[src/rtl/floor_request_latch_if.sv]
//------------------------------------------------------------------------------
// Module      : floor_request_latch_if
// Description : Car-call buttons, current stop and request/door status bundle.
// Revision    : 1.0 - initial release
//------------------------------------------------------------------------------
`default_nettype none

interface floor_request_latch_if #(
    parameter int N_STOPS = 6
);
    logic [N_STOPS-1:0] buttons;
    logic [N_STOPS-1:0] car_at;
    logic [N_STOPS-1:0] destination;
    logic               door_open;
    logic               served;
    logic [2:0]         served_idx;

    modport master (
        output buttons,
        output car_at,
        input  destination,
        input  door_open,
        input  served,
        input  served_idx
    );

    modport slave (
        input  buttons,
        input  car_at,
        output destination,
        output door_open,
        output served,
        output served_idx
    );
endinterface

`default_nettype wire

[src/rtl/floor_request_latch.sv]
//------------------------------------------------------------------------------
// Module      : floor_request_latch
// Description : Latches car-call buttons into a request vector and clears each
//               request after the car has dwelt DWELL_CYCLES at that stop.
// Revision    : 1.0 - initial release
//------------------------------------------------------------------------------
`default_nettype none

module floor_request_latch #(
    parameter int N_STOPS      = 6,
    parameter int DWELL_CYCLES = 50,
    parameter int CNT_W        = 6
) (
    input  logic                  clk,
    input  logic                  reset,
    floor_request_latch_if.slave  bus
);
    localparam int               IDX_W   = 3;
    localparam int               HC_W    = $clog2(N_STOPS + 1);
    localparam logic [CNT_W-1:0] CNT_MAX = CNT_W'(DWELL_CYCLES - 1);

    typedef enum logic [1:0] {
        ST_IDLE  = 2'd0,
        ST_DWELL = 2'd1,
        ST_SERVE = 2'd2
    } state_t;

    logic [N_STOPS-1:0] sync1_q, sync2_q, sync2_dly_q;
    logic [N_STOPS-1:0] pending_q, pending_d;
    logic [N_STOPS-1:0] entry_q, entry_d;
    logic [IDX_W-1:0]   idx_q, idx_d;
    logic [CNT_W-1:0]   cnt_q, cnt_d;
    state_t             state_q, state_d;

    logic [N_STOPS-1:0] rise;
    logic [N_STOPS-1:0] clear_mask;
    logic [HC_W-1:0]    hot_count;
    logic [IDX_W-1:0]   car_idx;
    logic               car_onehot;
    logic               door_open;
    logic               served;

    assign rise = sync2_q & ~sync2_dly_q;

    always_comb begin
        hot_count = '0;
        car_idx   = '0;
        for (int i = 0; i < N_STOPS; i++) begin
            if (bus.car_at[i]) begin
                hot_count = hot_count + HC_W'(1);
                car_idx   = IDX_W'(i);
            end
        end
        car_onehot = (hot_count == HC_W'(1));
    end

    always_comb begin
        state_d    = state_q;
        cnt_d      = cnt_q;
        entry_d    = entry_q;
        idx_d      = idx_q;
        door_open  = 1'b0;
        served     = 1'b0;
        clear_mask = '0;
        case (state_q)
            ST_IDLE: begin
                if (car_onehot && pending_q[car_idx]) begin
                    state_d = ST_DWELL;
                    cnt_d   = '0;
                    entry_d = bus.car_at;
                    idx_d   = car_idx;
                end
            end
            ST_DWELL: begin
                door_open = 1'b1;
                // Any departure from the entry stop (incl. moving/invalid) aborts; request is kept.
                if (bus.car_at != entry_q) begin
                    state_d = ST_IDLE;
                    cnt_d   = '0;
                end else if (cnt_q == CNT_MAX) begin
                    state_d = ST_SERVE;
                end else begin
                    cnt_d = cnt_q + CNT_W'(1);
                end
            end
            ST_SERVE: begin
                door_open  = 1'b1;
                served     = 1'b1;
                clear_mask = N_STOPS'(1) << idx_q;
                state_d    = ST_IDLE;
                cnt_d      = '0;
            end
            default: begin
                state_d = ST_IDLE;
                cnt_d   = '0;
            end
        endcase
    end

    // Clear beats a same-cycle set: a press at the stop being served is dropped.
    assign pending_d = (pending_q | rise) & ~clear_mask;

    always_ff @(posedge clk) begin
        if (reset) begin
            sync1_q     <= '0;
            sync2_q     <= '0;
            sync2_dly_q <= '0;
            pending_q   <= '0;
            entry_q     <= '0;
            idx_q       <= '0;
            cnt_q       <= '0;
            state_q     <= ST_IDLE;
        end else begin
            sync1_q     <= bus.buttons;
            sync2_q     <= sync1_q;
            sync2_dly_q <= sync2_q;
            pending_q   <= pending_d;
            entry_q     <= entry_d;
            idx_q       <= idx_d;
            cnt_q       <= cnt_d;
            state_q     <= state_d;
        end
    end

    assign bus.destination = pending_q;
    assign bus.door_open   = door_open;
    assign bus.served      = served;
    assign bus.served_idx  = served ? idx_q : '0;

endmodule

`default_nettype wire
[src/flat_wrapper.sv]
// flat-port wrapper written by rule: the top's interface ports become plain ports
module floor_request_latch_flat 
#(
    parameter int N_STOPS      = 6,
    parameter int DWELL_CYCLES = 50,
    parameter int CNT_W        = 6
)
  (clk, reset, bus_buttons, bus_car_at, bus_destination, bus_door_open, bus_served, bus_served_idx);
  floor_request_latch_if #(.N_STOPS(N_STOPS)) bus_i ();
  input  logic clk;
  input  logic reset;
  input wire logic [$bits(bus_i.buttons)-1:0] bus_buttons;
  input wire logic [$bits(bus_i.car_at)-1:0] bus_car_at;
  output wire logic [$bits(bus_i.destination)-1:0] bus_destination;
  output wire logic [$bits(bus_i.door_open)-1:0] bus_door_open;
  output wire logic [$bits(bus_i.served)-1:0] bus_served;
  output wire logic [$bits(bus_i.served_idx)-1:0] bus_served_idx;
  assign bus_i.buttons = bus_buttons;
  assign bus_i.car_at = bus_car_at;
  assign bus_destination = bus_i.destination;
  assign bus_door_open = bus_i.door_open;
  assign bus_served = bus_i.served;
  assign bus_served_idx = bus_i.served_idx;
  floor_request_latch #(.N_STOPS(N_STOPS), .DWELL_CYCLES(DWELL_CYCLES), .CNT_W(CNT_W)) u_core (.clk(clk), .reset(reset), .bus(bus_i));
endmodule
[config.mk]
export PLATFORM = sky130hd
export DESIGN_NAME = floor_request_latch_flat
export DESIGN_NICKNAME = d
export VERILOG_FILES = /design/src/rtl/floor_request_latch_if.sv /design/src/rtl/floor_request_latch.sv /design/src/flat_wrapper.sv
export SDC_FILE = /design/constraint.sdc
export NUM_CORES = 1
export LEC_CHECK = 0
export CELL_PAD_IN_SITES_DETAIL_PLACEMENT = 1
export CELL_PAD_IN_SITES_GLOBAL_PLACEMENT = 1
export CORE_ASPECT_RATIO = 1.5
export CORE_MARGIN = 1.5
export CORE_UTILIZATION = 42
export CTS_CLUSTER_SIZE = 28
export DETAILED_ROUTE_END_ITERATION = 8
export PLACE_DENSITY = 0.82
export SETUP_SLACK_MARGIN = 0.05
export SYNTH_ARGS = -nofsm -noshare
export SYNTH_HDL_FRONTEND = slang
export SYNTH_SLANG_ARGS = --single-unit
[constraint.sdc]
create_clock -name clk -period 4.7 [get_ports clk]
set_input_delay 0.705 -clock clk [delete_from_list [all_inputs] [get_ports clk]]
set_output_delay 0.705 -clock clk [all_outputs]
set_load 0.03 [all_outputs]
==> results.toml <==
[floorplanning]
placeableCoreArea_sq_mm = 0.004542
fp-row-count = 30
die_x_um = 59.43
start_util = 0.4416
ios = 25
die_area_sq_mm = 0.005208
die_h_um = 87.64

[synthesis]
ys_seq_area_frac = 0.4092
yosys.area.top_type = "dfxtp_1"
ys.flop_type = "dfxtp_1"
synth_edf_count = 0
synth_area_sq_mm = 0.002006
synth_warnings = 0
syn_inst = 219
synth_cell_types = 42
synth.avg_cell_area_sq_um = 9.158
synth_seq_cells = 41
synth_area_leaders = "dfxtp_1, nor2b_1, ha_1, mux2i_1, inv_1"
mappedNetlistNets = 243
ys_async_sr_fraction = 0
synth_top_cell_area_share = 0.4092

[placement]
dp.cells = 301
place_congestion = 0.8061
place_ws_ns = 0.1849
dp_hpwl_um = 3147
io_buffers = 24

[layout]
fill_cells = 521
final_util = 0.5355
finalNonFillerCells = 309
layout.nets = 268
multi_input_area_sq_mm = 0.001037
antenna_cells = 0
final_common_cell = "dfxtp_1"
final_cell_mix = "dfxtp_1, clkdlybuf4s50_1, inv_1, nor2b_1, nor2_1"
area_growth_pct = 21.27
seq_area_sq_um = 820.8
drive_above_1_share = 0.08571

[worst_hold_path]
hold_start = "u_core.sync1_q[3]"
min_path_type = "flip-flop to flip-flop"

[power]
swShare = 0.2538
p_int_uw = 650.1
power.leakage_uw = 0.0009737
switchingPower_uw = 221.1
seq_power_share = 0.430
powerDensity_mw_per_mm2 = 358.2
irDropWorstVdd_mv = 0.2639
power_frac_comb = 0.181
p_clk_frac = 0.389
report.power.total_uw = 871.2

[clock_network]
cts_buffer_depth = 2
postCtsSetupBuffers = 0
htree_num_levels = 2
cts_tree = "done"
numCtsBuffers = 5
hold_buffers = 0
clock-root-buffer = "clkbuf_8"
clock-sinks = 41
post_cts_resized = 0
clk_latency_ns = 0.29
clk_pin_slew_ns = 0.08

[critical_path]
cp-end-kind = "flip-flop"
r2r_end = "u_core.cnt_q[0]"
r2r_start = "u_core.state_q[1]"
crit_arrival_ns = 4.41
endpoint = "u_core.cnt_q[0]"
rrSetupSlack_ns = 2.53
path_class = "primary input to flip-flop"
path_max_fanout = 10
crit_required_ns = 4.91
crit_path_start = "bus_car_at[0]"
reg2reg_depth = 7
crit_path_start_kind = "primary input"

[drt]
vias = 1591
initialDrtViolationCount = 38
drc_errors = 0
highest_layer = "met4"
wl_per_cell_um = 14.10
vias_per_cell = 5.149
antenna_left = 0
dr_wl_met2_um = 2325
dr.pass1.iters = 4
wl_um = 4356
wl_met3_um = 96
drt-met1-wl_um = 1876

[sta]
maxSlewHeadroom = 0.4917
timing.final.crit_share = 0.8923
setup_tns_ns = 0
fin_crit_ns = 4.194
final_hold_viol_count = 0
rsz0062_at_grt = "no"
drv_slew = 0
fmax_mhz = 238.5
setup_viol = 0
fin_ws_ns = 0.5064
finClkSkew_ns = 0.003019
worst_slew_pin_slew_ns = 0.7562

[grt]
overflow = 0
grt_antenna_before_repair = 0
grt_use_total = 0.1809
grt_max_degree = 48
grt_pass1_wl_um = 7134
grt_pass1_vias = 1576

[job]
cap_violations = 0

[status]
status = "finished, final reports clean"
[how the worst min path moves through the flow]
| stage | to | slack, ns | cells past startpoint |
|---|---|---|---|
| global placement | u_core.sync2_q[4] | 0.42 | 1 |
| detailed placement | u_core.sync2_q[4] | 0.43 | 1 |
| global route | u_core.sync2_q[4] | 0.46 | 1 |
| CTS | u_core.sync2_q[1] | 0.45 | 1 |
| floorplan | u_core.sync2_q[0] | 0.41 | 1 |
| finish | u_core.sync2_q[3] | 0.45 | 1 |
[per-stage QoR]
| stage | area [sq um] | hold WS [ns] |
|---|---|---|
| final | 2432 | 0.4473 |
| after global routing | 2432 | 0.4638 |
| after CTS | 2432 | 0.4528 |
| after detailed placement | 2295 | 0.4318 |
| after global placement | 2295 | 0.4158 |
| after floorplan | 2006 | 0.4138 |
[power by group through the flow]
stage	Clock [uW]	Sequential, uW	Combinational [uW]
global route	357	376	175
CTS	347	375	160
global placement	0	381	154
detailed placement	0	383	158
floorplan	0	384	112
finish	339	374	158
[synthesized netlist by cell type, types with 2 or more instances]
cell type and instances:
dfxtp_1 41, inv_1 21, nor2b_1 21, nor2_1 15, a21oi_1 12, nand2_1 11, ha_1 10, mux2i_1 8
or3_1 8, xnor2_1 7, nor3_1 6, clkbuf_1 4, nand2b_1 4, nand4_1 4, o32ai_1 4, xor2_1 4
buf_4 3, nand3_1 3, nor3b_1 3, a221oi_1 2, a311oi_1 2, and2_1 2, buf_6 2, o21ai_0 2
o22ai_1 2, or4_1 2
[state kept, by name, indices dropped and copies added, names as in the netlist]
| name | count |
|---|---|
| u_core.bus.destination | 6 |
| u_core.cnt_q | 6 |
| u_core.entry_q | 6 |
| u_core.idx_q | 3 |
| u_core.state_q | 2 |
| u_core.sync1_q | 6 |
| u_core.sync2_dly_q | 6 |
| u_core.sync2_q | 6 |
[final cells by class]
cell class | count | area share
multi-input combinational | 146 | 0.4264
tap | 64 | 0.03292
timing repair buffer | 29 | 0.1142
inverter | 21 | 0.03241
sequential | 41 | 0.3374
clock buffer | 5 | 0.02829
clock inverter | 3 | 0.02829
[metal layers]
metal  vias to the layer above  track usage
met5                         -            0
met4                         0      0.07645
met3                         4      0.03545
met2                        24       0.3217
met1                       770       0.2046
li1                        793            -
[critical path, stage by stage]
cell	delay, ns
clkdlybuf4s50_1	0.54
inv_1	0.07
ha_1	0.34
xor2_1	0.24
ha_1	0.29
nand2_1	0.07
nand2_1	0.05
ha_1	0.29
a2bb2oi_1	0.14
ha_1	0.32
a211o_2	0.32
a32oi_2	0.31
a31oi_4	0.19
or4_1	0.44
o21ai_0	0.09
[cell families (layout without fill, tap and decap cells)]
kind of cell,Yosys count,after routing,share of synthesized area
DFF,41,41,0.4092
and+or+nand+nor,82,82,0.2246
adders and majority gates,10,10,0.06238
muxes,8,8,0.03993
AOI/OAI and AO/OA,34,34,0.1298
xor gates and xnor gates,12,12,0.06051
buffers and inverters,32,58,0.07361
(Power assumes the default switching activity.)
